`src/rtl/mcdf_arb_pkg.sv`:
```
// Shared types and helpers for the MCDF round-robin packet arbiter.
package mcdf_arb_pkg;

    typedef enum logic {
        IDLE = 1'b0,
        XFER = 1'b1
    } arb_state_e;

    localparam int MAX_BEATS = 32;

    // Beats per packet: 4 << sel for sel 0..3, saturating at MAX_BEATS.
    function automatic int pkglen_to_beats(input int unsigned sel);
        if (sel >= 4) begin
            return MAX_BEATS;
        end
        return 4 << sel;
    endfunction

    function automatic int idle_id(input int id_w);
        return (1 << id_w) - 1;
    endfunction

endpackage

```
`src/rtl/mcdf_prio_rr_pick.sv`:
```
// Combinational winner selection: minimum priority value among requesters,
// ties broken by the first matching channel after the round-robin pointer.
module mcdf_prio_rr_pick
    import mcdf_arb_pkg::*;
#(
    parameter int NUM_CH = 3,
    parameter int PRIO_W = 2,
    parameter int ID_W   = 2
) (
    input  logic [NUM_CH-1:0]        req_i,
    input  logic [NUM_CH*PRIO_W-1:0] prio_i,
    input  logic [ID_W-1:0]          rr_ptr_i,
    output logic [ID_W-1:0]          winner_o,
    output logic                     any_req_o
);

    logic [PRIO_W-1:0] min_prio;
    logic              found;
    int                pos;

    always_comb begin
        min_prio  = '1;
        found     = 1'b0;
        pos       = 0;
        winner_o  = '0;
        any_req_o = |req_i;
        for (int k = 0; k < NUM_CH; k++) begin
            if (req_i[k] && (prio_i[k*PRIO_W +: PRIO_W] < min_prio)) begin
                min_prio = prio_i[k*PRIO_W +: PRIO_W];
            end
        end
        // Walk channels starting just after the pointer, wrapping modulo NUM_CH.
        for (int off = 1; off <= NUM_CH; off++) begin
            pos = (int'(rr_ptr_i) + off) % NUM_CH;
            for (int k = 0; k < NUM_CH; k++) begin
                if (!found && (k == pos) && req_i[k] &&
                    (prio_i[k*PRIO_W +: PRIO_W] == min_prio)) begin
                    winner_o = ID_W'(k);
                    found    = 1'b1;
                end
            end
        end
    end

endmodule

```
`src/rtl/mcdf_rr_arbiter.sv`:
```
// N-channel packet arbiter: priority + round-robin grant held for one packet.
// Optional watchdog abort enabled with the ARB_TIMEOUT_EN macro.
module mcdf_rr_arbiter
    import mcdf_arb_pkg::*;
#(
    parameter int NUM_CH  = 3,
    parameter int DW      = 8,
    parameter int PRIO_W  = 2,
    parameter int LEN_W   = 3,
`ifdef ARB_TIMEOUT_EN
    parameter int TIMEOUT = 255,
`endif
    localparam int ID_W   = $clog2(NUM_CH + 1)
) (
    input  logic                     clk_i,
    input  logic                     rstn_i,
    input  logic [NUM_CH*PRIO_W-1:0] slv_prio_i,
    input  logic [NUM_CH*LEN_W-1:0]  slv_pkglen_i,
    input  logic [NUM_CH*DW-1:0]     slv_data_i,
    input  logic [NUM_CH-1:0]        slv_req_i,
    input  logic [NUM_CH-1:0]        slv_val_i,
    output logic [NUM_CH-1:0]        a2s_ack_o,
    input  logic                     f2a_id_req_i,
    input  logic                     f2a_ack_i,
    output logic                     a2f_val_o,
    output logic [ID_W-1:0]          a2f_id_o,
    output logic [DW-1:0]            a2f_data_o,
    output logic [LEN_W-1:0]         a2f_pkglen_sel_o,
`ifdef ARB_TIMEOUT_EN
    output logic [7:0]               a2f_timeout_o,
`endif
    output logic                     a2f_pkt_done_o
);

    localparam logic [ID_W-1:0] IDLE_ID = ID_W'(idle_id(ID_W));

    arb_state_e        state_q, state_d;
    logic [ID_W-1:0]   id_q, id_d;
    logic [ID_W-1:0]   rr_q, rr_d;
    logic [LEN_W-1:0]  pkglen_q, pkglen_d;
    logic [5:0]        cnt_q, cnt_d;
`ifdef ARB_TIMEOUT_EN
    logic [7:0]        wd_q, wd_d;
`endif

    logic [ID_W-1:0]   winner;
    logic              any_req;
    logic [LEN_W-1:0]  win_len;
    logic              gnt_val;
    logic [DW-1:0]     gnt_data;
    logic              beat;
    logic              last_beat;
    logic              done;
    logic              timeout_pulse;

    mcdf_prio_rr_pick #(
        .NUM_CH (NUM_CH),
        .PRIO_W (PRIO_W),
        .ID_W   (ID_W)
    ) u_pick (
        .req_i     (slv_req_i),
        .prio_i    (slv_prio_i),
        .rr_ptr_i  (rr_q),
        .winner_o  (winner),
        .any_req_o (any_req)
    );

    always_comb begin
        gnt_val  = 1'b0;
        gnt_data = '1;
        win_len  = '1;
        for (int k = 0; k < NUM_CH; k++) begin
            if (id_q == ID_W'(k)) begin
                gnt_val  = slv_val_i[k];
                gnt_data = slv_data_i[k*DW +: DW];
            end
            if (winner == ID_W'(k)) begin
                win_len = slv_pkglen_i[k*LEN_W +: LEN_W];
            end
        end
    end

    always_comb begin
        a2f_val_o  = 1'b0;
        a2f_data_o = '1;
        a2s_ack_o  = '0;
        if (state_q == XFER) begin
            a2f_val_o  = gnt_val;
            a2f_data_o = gnt_data;
            for (int k = 0; k < NUM_CH; k++) begin
                a2s_ack_o[k] = f2a_ack_i && (id_q == ID_W'(k));
            end
        end
    end

    assign beat      = (state_q == XFER) && f2a_ack_i && gnt_val;
    assign last_beat = beat && (cnt_q == 6'(pkglen_to_beats(32'(pkglen_q)) - 1));

    always_comb begin
        state_d       = state_q;
        id_d          = id_q;
        rr_d          = rr_q;
        pkglen_d      = pkglen_q;
        cnt_d         = cnt_q;
        done          = 1'b0;
        timeout_pulse = 1'b0;
`ifdef ARB_TIMEOUT_EN
        wd_d          = wd_q;
`endif
        case (state_q)
            IDLE: begin
                if (f2a_id_req_i && any_req) begin
                    state_d  = XFER;
                    id_d     = winner;
                    rr_d     = winner;
                    pkglen_d = win_len;
                    cnt_d    = '0;
`ifdef ARB_TIMEOUT_EN
                    wd_d     = '0;
`endif
                end
            end
            XFER: begin
                if (beat) begin
`ifdef ARB_TIMEOUT_EN
                    wd_d = '0;
`endif
                    if (last_beat) begin
                        done    = 1'b1;
                        cnt_d   = '0;
                        state_d = IDLE;
                        id_d    = IDLE_ID;
                    end else begin
                        cnt_d = cnt_q + 6'd1;
                    end
                end
`ifdef ARB_TIMEOUT_EN
                // A stalled packet is dropped without a done pulse.
                else if (wd_q == 8'(TIMEOUT)) begin
                    timeout_pulse = 1'b1;
                    cnt_d         = '0;
                    wd_d          = '0;
                    state_d       = IDLE;
                    id_d          = IDLE_ID;
                end else begin
                    wd_d = wd_q + 8'd1;
                end
`endif
            end
            default: begin
                state_d = IDLE;
                id_d    = IDLE_ID;
            end
        endcase
    end

    always_ff @(posedge clk_i) begin
        if (!rstn_i) begin
            state_q  <= IDLE;
            id_q     <= IDLE_ID;
            rr_q     <= ID_W'(NUM_CH - 1);
            pkglen_q <= '1;
            cnt_q    <= '0;
`ifdef ARB_TIMEOUT_EN
            wd_q     <= '0;
`endif
        end else begin
            state_q  <= state_d;
            id_q     <= id_d;
            rr_q     <= rr_d;
            pkglen_q <= pkglen_d;
            cnt_q    <= cnt_d;
`ifdef ARB_TIMEOUT_EN
            wd_q     <= wd_d;
`endif
        end
    end

    assign a2f_id_o         = id_q;
    assign a2f_pkglen_sel_o = pkglen_q;
    assign a2f_pkt_done_o   = done;
`ifdef ARB_TIMEOUT_EN
    assign a2f_timeout_o    = {7'd0, timeout_pulse};
`else
    logic unused_timeout;
    assign unused_timeout = timeout_pulse;
`endif

endmodule

```
`config.mk`:
```
export PLATFORM = sky130hd
export DESIGN_NAME = mcdf_rr_arbiter
export DESIGN_NICKNAME = d
export VERILOG_FILES = /design/src/rtl/mcdf_arb_pkg.sv /design/src/rtl/mcdf_prio_rr_pick.sv /design/src/rtl/mcdf_rr_arbiter.sv
export SDC_FILE = /design/constraint.sdc
export NUM_CORES = 1
export LEC_CHECK = 0
export ABC_CLOCK_PERIOD_IN_PS = 8500
export CAP_MARGIN = 5
export CORE_MARGIN = 4
export CORE_UTILIZATION = 30
export CTS_CLUSTER_DIAMETER = 150
export DETAILED_ROUTE_END_ITERATION = 8
export MAX_ROUTING_LAYER = met4
export SLEW_MARGIN = 20
export SYNTH_ARGS = -nofsm -noshare
export SYNTH_HDL_FRONTEND = slang
export SYNTH_HIERARCHICAL = 1
export SYNTH_SLANG_ARGS = --single-unit
```
`constraint.sdc`:
```
create_clock -name clk_i -period 8.5 [get_ports clk_i]
set_clock_uncertainty 0.2 [all_clocks]
set_input_delay 2.55 -clock clk_i [delete_from_list [all_inputs] [get_ports clk_i]]
set_output_delay 2.55 -clock clk_i [all_outputs]
set_load 0.005 [all_outputs]
```
==> results.sh, run 1 <==
export IMPL_outcome="completed"
export IMPL_path_type_of_the_worst_setup_path="input pin to output port"
export IMPL_power_switching_fraction_pct=31.5
export IMPL_yosys_most_used_dff="sky130_fd_sc_hd__dfxtp_1"
export IMPL_internal_power_uw=169
export IMPL_ios=67
export IMPL_powerDensity_nw_per_um2=105
export IMPL_number_of_buffers_inserted_by_hold_repair_at_cts=0
export IMPL_slew_limit_headroom_pct=57.9
export IMPL_drt_first_pass_iters=4
export IMPL_route_final_wire_length_microns=4490
export IMPL_grt_first_pass_wirelength_microns=7420
export IMPL_synth_seq_area_share_pct=17.8
export IMPL_leakagePower_uw=0.000878
export IMPL_maxCapViolations=0
export IMPL_timing_critical_path_arrival_ns=4.38
export IMPL_comb_power_share_pct=41.6
export IMPL_synth_cell_types=59
export IMPL_die_width_microns=80.4
export IMPL_final_hold_violation_count=0
export IMPL_clk_pin_slew_ns=0.06
export IMPL_cts_tree="done"
export IMPL_vdd_drop_max_uv=62.1
export IMPL_synth_top_cells_by_count="sky130_fd_sc_hd__nand2_1, sky130_fd_sc_hd__dfxtp_1, sky130_fd_sc_hd__nor2_1"
export IMPL_vias_per_cell=5.12
export IMPL_postSynthAreaPerCell_sq_um=7.95
export IMPL_die_height_microns=80.4
export IMPL_cp_required_ns=5.75
export IMPL_setup_worst_path_start_class="input pin"
export IMPL_final_tns_setup_ns=0
export IMPL_share_clk_of_total_power_pct=26.3
export IMPL_final_layout_size_suffix_gt1_share_pct=13.3
export IMPL_cp_end_kind="output port"
export IMPL_power_sequential_fraction_pct=32.1
export IMPL_initial_utilization_pct=30.8
export IMPL_ant_nets=0
export IMPL_fraction_of_registers_with_async_set_or_reset_after_synthesis_pct=0
export IMPL_path_max_fanout=6
export IMPL_finalInstanceArea_sq_um=2360
export IMPL_cts_max_level=1
export IMPL_die_area_sq_um=6470
export IMPL_detailed_place_area_sq_um=2300
export IMPL_timing_worst_slew_pin_value_ns=0.631
export IMPL_floorplan_core_area_sq_um=5110
export IMPL_max_clock_path_buffers=2
export IMPL_cts_sinks=14
export IMPL_num_nets_final=319
export IMPL_yosys_warnings=6
export IMPL_min_period_over_period_pct=83.8
export IMPL_hpwlAfterDp_microns=3610
export IMPL_yosys_cell_count_top_type="sky130_fd_sc_hd__nand2_1"
export IMPL_antennaDiodeCount=0
export IMPL_gpl_final_weighted_congestion=0.909
export IMPL_port_buffers=66
export IMPL_postCtsResizedCells=0
export IMPL_synth_enable_flop_cells=0
export IMPL_std_cell_rows=26
export IMPL_most_area_consuming_cells_after_synthesis="sky130_fd_sc_hd__dfxtp_1, sky130_fd_sc_hd__mux2_2, sky130_fd_sc_hd__nand2_1"
export IMPL_slew_violations=0
export IMPL_globalRouteTotalUtil_pct=14.5
export IMPL_cts_repair_timing_setup_buffer_count=0
export IMPL_multi_input_area_sq_um=1220
export IMPL_worstSkewPairLatency_ns=0.24
export IMPL_synth_fp_nets=253
export IMPL_root_buffer="sky130_fd_sc_hd__clkbuf_8"
export IMPL_post_synth_top_area_cell="sky130_fd_sc_hd__dfxtp_1"
export IMPL_detail_route_drc_violations=0
export IMPL_synthDominantCellAreaShare_pct=17.8
export IMPL_post_drt_wl_per_cell_microns=13.5
export IMPL_final_seq_area_sq_um=280
export IMPL_first_global_vias=1603
export IMPL_grt_start_max_net_pins=19
export IMPL_antenna_violations_before_repair=0
export IMPL_final_number_of_setup_violating_endpoints=0
export IMPL_grt_total_ovfl=0
export IMPL_netSwitchingPower_uw=77.9
export IMPL_total_via_count_in_the_routed_design=1705
export IMPL_setup_repair_after_global_routing_missed_its_margin="false"
export IMPL_synth_seq_cells=14
export IMPL_netlist_instances=198
export IMPL_layout_area_overhead_vs_synth_pct=49.7
export IMPL_timing_final_crit_period_ns=7.13
export IMPL_maxClockFrequency_ghz=0.140
export IMPL_fillCellCount=532
export IMPL_detail_route_iter0_violations=50
export IMPL_netlist_area_sq_um=1570
export IMPL_cts_buffers_inserted=3
export IMPL_hp_class="flop to flop"
flip-flops by register name, indices dropped and copies added (netlist names):
name              count
a2f_id_o              2
rr_q                  2
cnt_q                 6
state_q               1
a2f_pkglen_sel_o      3
cell type report:
cell class | instances | share of cell area [%]
Inverter | 13 | 2.07
Sequential cell | 14 | 11.9
Tap cell | 70 | 3.72
Timing Repair Buffer | 66 | 28.0
Clock buffer | 4 | 2.34
Multi-Input combinational cell | 166 | 51.9
cells by family (layout without fill, tap and decap cells):
kind of cell / after synthesis / count (layout) / share of synthesized area (%)
AOI/OAI and AO/OA: 43 / 43 / 22.3
xor gates and xnor gates: 9 / 9 / 5.01
adders and majority gates: 6 / 6 / 4.77
buffers and inverters: 18 / 83 / 4.45
DFF: 14 / 14 / 17.8
muxes: 16 / 16 / 11.0
and+or+nand+nor: 92 / 92 / 34.6
path summary, 6_finish.rpt:
| check | slack (ns) | cells past startpoint | startpoint | endpoint |
|---|---|---|---|---|
| worst min-delay path | 0.28 | 2 | cnt_q[1]$_SDFFE_PN0P_ | cnt_q[1]$_SDFFE_PN0P_ |
| worst max-delay path | 1.37 | 6 | f2a_ack_i | a2f_pkt_done_o |
| worst min register to register | 0.28 | 2 | cnt_q[1]$_SDFFE_PN0P_ | cnt_q[1]$_SDFFE_PN0P_ |
| worst max register to register | 5.89 | 8 | rr_q[0]$_SDFFE_PN0P_ | a2f_pkglen_sel_o[2]$_SDFFE_PN1P_ |
through the flow:
| stage | hold WS, ns | instances | setup WS (ns) | total power [uW] | utilization, % |
|---|---|---|---|---|---|
| after floorplan | 0.253 | 198 | 2.38 | 138 | - |
| after global placement | 0.276 | 329 | 1.42 | 184 | 45.1 |
| after detailed placement | 0.275 | 329 | 1.38 | 184 | 45.1 |
| after CTS | 0.284 | 333 | 1.37 | 250 | 46.1 |
| after global routing | 0.315 | 333 | 1.20 | 264 | 46.1 |
| final | 0.279 | 333 | 1.37 | 247 | 46.1 |
cell usage in the layout (no fill, tap or decap), types with 2 or more instances in the layout:
cell                              synthesis  layout
sky130_fd_sc_hd__clkdlybuf4s50_1          0      66
sky130_fd_sc_hd__o221ai_1                 4       4
sky130_fd_sc_hd__nand3b_1                 2       2
sky130_fd_sc_hd__nor2b_1                  3       3
sky130_fd_sc_hd__o21ai_1                  3       3
sky130_fd_sc_hd__a211oi_1                 2       2
sky130_fd_sc_hd__dfxtp_1                 14      14
sky130_fd_sc_hd__mux2i_1                  5       5
sky130_fd_sc_hd__nor3_2                   2       2
sky130_fd_sc_hd__nand2_1                 28      28
sky130_fd_sc_hd__o22ai_1                 11      11
sky130_fd_sc_hd__mux2_2                  11      11
sky130_fd_sc_hd__a21oi_1                  5       5
sky130_fd_sc_hd__nand3_1                  7       7
sky130_fd_sc_hd__xor2_1                   5       5
sky130_fd_sc_hd__nor3b_2                  2       2
sky130_fd_sc_hd__nor3_1                   3       3
sky130_fd_sc_hd__o21ai_0                  2       2
sky130_fd_sc_hd__or3_2                    2       2
sky130_fd_sc_hd__ha_1                     6       6
sky130_fd_sc_hd__a21boi_0                 2       2
sky130_fd_sc_hd__inv_1                   12      12
sky130_fd_sc_hd__nand4b_1                 2       2
sky130_fd_sc_hd__nand2b_1                 7       7
sky130_fd_sc_hd__nor4_1                   2       2
sky130_fd_sc_hd__xnor2_1                  4       4
sky130_fd_sc_hd__o211ai_1                 2       2
sky130_fd_sc_hd__nor2_1                  13      13
sky130_fd_sc_hd__clkbuf_8                 0       4
sky130_fd_sc_hd__nand4_1                  3       3
per-layer routing:
metal	up-vias	part of all wire (%)	track usage, %
met3	4	12	3.70
li1	859	-	-
met4	0	0.76	2.53
met5	-	0	-
met1	760	45	18.8
met2	82	42	23.2
power by group through the flow:
stage / sequential [uW] / combinational (uW) / clock [uW]
2_1_floorplan: 74.9 / 63.3 / 0
3_3_place_gp: 80.9 / 103 / 0
3_5_place_dp: 81.0 / 103 / 0
4_1_cts: 79.5 / 103 / 67.5
5_1_grt: 80.7 / 113 / 70.5
6_report: 79.2 / 103 / 65.0
critical path: stages:
cell                              delay (ns)
sky130_fd_sc_hd__clkdlybuf4s50_1        0.52
sky130_fd_sc_hd__nand4b_1               0.15
sky130_fd_sc_hd__o22ai_1                0.34
sky130_fd_sc_hd__o311ai_4               0.21
sky130_fd_sc_hd__inv_2                  0.11
sky130_fd_sc_hd__clkdlybuf4s50_1        0.50
Power figures use the tool's default switching activity.
==> inputs of run 2 (changes only) <==
--- a/config.mk
+++ b/config.mk
@@ -5,7 +5,7 @@
 export SDC_FILE = /design/constraint.sdc
 export NUM_CORES = 1
 export LEC_CHECK = 0
-export ABC_CLOCK_PERIOD_IN_PS = 8500
+export ABC_CLOCK_PERIOD_IN_PS = 7000
 export CAP_MARGIN = 5
 export CORE_MARGIN = 4
 export CORE_UTILIZATION = 30
==> constraint.sdc (replaced) <==
create_clock -name clk_i -period 7 [get_ports clk_i]
set_clock_uncertainty 0.2 [all_clocks]
set_input_delay 2.1 -clock clk_i [delete_from_list [all_inputs] [get_ports clk_i]]
set_output_delay 2.1 -clock clk_i [all_outputs]
set_load 0.005 [all_outputs]
==> run 2 against run 1 <==
  * Non-clock buffer count unchanged
  * Count of clock-buffer cells in the layout is the same
  * Utilization unchanged
  * Sequential power is 21% higher
  * Clock power up 20%
  * Via count down 1.9%
  * Power up 21%
  * First-iteration DRC count rose by 14%
  * Register-to-register slack worse by 1.5 ns
  * Global-route usage down 0.53 points
  * Critical path type is now input pin to flop
==> results.sh, run 2 (synthesis gave the netlist of run 1 again) <==
export IMPL_outcome="completed"
export IMPL_grt_first_pass_wirelength_microns=7270
export IMPL_route_final_wire_length_microns=4390
export IMPL_postCtsResizedCells=0
export IMPL_critical_path_max_stage_delay_ns=0.56
export IMPL_path_max_fanout=6
export IMPL_hpwlAfterDp_microns=3570
export IMPL_hp_class="flop to flop"
export IMPL_detail_route_drc_violations=0
export IMPL_detail_route_iter0_violations=57
export IMPL_total_via_count_in_the_routed_design=1673
export IMPL_path_type_of_the_worst_setup_path="input pin to flop"
export IMPL_max_clock_path_buffers=2
export IMPL_slew_limit_headroom_pct=57.9
export IMPL_maxCapViolations=0
export IMPL_cts_tree="done"
export IMPL_vdd_drop_max_uv=75.2
export IMPL_globalRouteMet2Util_pct=22.0
export IMPL_min_period_over_period_pct=90.5
export IMPL_setup_repair_after_global_routing_missed_its_margin="false"
export IMPL_layout_area_overhead_vs_synth_pct=49.7
export IMPL_std_cell_rows=26
export IMPL_maxClockFrequency_ghz=0.158
export IMPL_die_height_microns=80.4
export IMPL_largest_reg_flops=6
export IMPL_clk_pin_slew_ns=0.06
export IMPL_cts_repair_timing_setup_buffer_count=0
export IMPL_critical_path_slowest_cell="sky130_fd_sc_hd__nor4_2"
export IMPL_grt_use_met1_pct=18.0
export IMPL_grt_total_ovfl=0
export IMPL_cts_max_level=1
export IMPL_final_common_cell="sky130_fd_sc_hd__clkdlybuf4s50_1"
export IMPL_top_register="cnt_q"
export IMPL_port_buffers=66
export IMPL_fillCellCount=530
export IMPL_leakagePower_uw=0.000878
export IMPL_drt_first_pass_iters=4
export IMPL_grt_util_met3_pct=3.81
export IMPL_worstSkewPairLatency_ns=0.24
export IMPL_worst_path_buf_inv=2
export IMPL_number_of_buffers_inserted_by_hold_repair_at_cts=0
export IMPL_cp_cell_sequence="clkdlybuf4s50_1, and2b_1, ha_1, and2b_2, o21ai_1, a32oi_4, inv_1, ha_1, or3b_1, a21oi_1, nor3_2, nand3_1, a32oi_1, nor4_2, mux2_2, o221ai_1, nand3_1"
export IMPL_ant_nets=0
export IMPL_final_tns_setup_ns=0
export IMPL_first_global_vias=1583
export IMPL_grt_busiest_layer="met2"
export IMPL_antenna_violations_before_repair=0
export IMPL_ios=67
export IMPL_final_layout_size_suffix_gt1_share_pct=13.3
export IMPL_final_number_of_setup_violating_endpoints=0
export IMPL_globalRouteTotalUtil_pct=14.0
export IMPL_die_area_sq_um=6470
export IMPL_num_nets_final=319
export IMPL_die_width_microns=80.4
export IMPL_floorplan_core_area_sq_um=5110
export IMPL_post_drt_wl_per_cell_microns=13.2
export IMPL_vias_per_cell=5.02
export IMPL_setup_worst_path_start_class="input pin"
export IMPL_mostFrequentLayoutCells="sky130_fd_sc_hd__clkdlybuf4s50_1, sky130_fd_sc_hd__nand2_1, sky130_fd_sc_hd__dfxtp_1"
export IMPL_final_hold_violation_count=0
export IMPL_multi_input_area_sq_um=1220
export IMPL_final_seq_area_sq_um=280
export IMPL_timing_critical_path_arrival_ns=6.24
export IMPL_timing_final_crit_period_ns=6.33
export IMPL_cp_required_ns=6.91
export IMPL_antennaDiodeCount=0
export IMPL_gpl_final_weighted_congestion=0.926
export IMPL_initial_utilization_pct=30.8
export IMPL_placed_cells=329
export IMPL_grt_start_max_net_pins=19
export IMPL_root_buffer="sky130_fd_sc_hd__clkbuf_8"
export IMPL_powerDensity_nw_per_um2=126
export IMPL_timing_critical_path_max_delay_family="simple AND/OR/NAND/NOR gates"
export IMPL_slew_violations=0
export IMPL_fin_cells=333
export IMPL_timing_worst_slew_pin_value_ns=0.631
export IMPL_cts_sinks=14
export IMPL_cts_buffers_inserted=3
export IMPL_cp_end_kind="flop"
-- run 2: layout make-up --
| cell class | instances | area share, % |
|---|---|---|
| Tap cell | 70 | 3.72 |
| Sequential cell | 14 | 11.9 |
| Multi-Input combinational cell | 166 | 51.9 |
| Clock buffer | 4 | 2.34 |
| Timing Repair Buffer | 66 | 28.0 |
| Inverter | 13 | 2.07 |
-- run 2: path summary, 6_finish.rpt --
check / startpoint / to / slack, ns / depth (start not counted)
min reg2reg: rr_q[0]$_SDFFE_PN0P_ / rr_q[0]$_SDFFE_PN0P_ / 0.29 / 2
min: rr_q[0]$_SDFFE_PN0P_ / rr_q[0]$_SDFFE_PN0P_ / 0.29 / 2
max reg2reg: rr_q[0]$_SDFFE_PN0P_ / a2f_pkglen_sel_o[1]$_SDFFE_PN1P_ / 4.43 / 8
max: slv_prio_i[1] / a2f_pkglen_sel_o[1]$_SDFFE_PN1P_ / 0.67 / 17
-- run 2: tightest hold or removal path, delay by kind of cell, from the launching register on --
| family | cells | cell delay (ns) |
|---|---|---|
| flops | 1 | 0.32 |
| simple gates | 1 | 0.05 |
| compound gates | 1 | 0.06 |
-- run 2: per-layer routing --
layer	share of wire, %	up-vias
li1	-	861
met1	45	746
met2	41	64
met3	13	2
met4	0.73	0
met5	0	-
-- run 2: power by group --
part	internal, uW	switching [uW]	leakage, uW
clock network	49.7	28.1	0.0000288
registers	84.7	11.3	0.000115
logic	70.9	53.0	0.000735
-- run 2: per-stage QoR --
stage	hold slack, ns	setup WS [ns]	area (sq um)	util (%)	total power (uW)
final	0.287	0.666	2360	46.1	298
after global routing	0.319	0.313	2360	46.1	320
after CTS	0.288	0.659	2360	46.1	301
after detailed placement	0.278	0.385	2300	45.1	222
after global placement	0.273	0.545	2300	45.1	222
after floorplan	0.253	1.33	1570	-	168
==> inputs of run 3 (changes only) <==
--- a/config.mk
+++ b/config.mk
@@ -11,9 +11,11 @@
 export CORE_UTILIZATION = 30
 export CTS_CLUSTER_DIAMETER = 150
 export DETAILED_ROUTE_END_ITERATION = 8
+export GPL_ROUTABILITY_DRIVEN = 0
 export MAX_ROUTING_LAYER = met4
-export SLEW_MARGIN = 20
+export SLEW_MARGIN = 5
 export SYNTH_ARGS = -nofsm -noshare
 export SYNTH_HDL_FRONTEND = slang
 export SYNTH_HIERARCHICAL = 1
 export SYNTH_SLANG_ARGS = --single-unit
+export TNS_END_PERCENT = 100
==> results of run 3 <==
No change in the layout: final DEF, timing and power equal those of run 2.
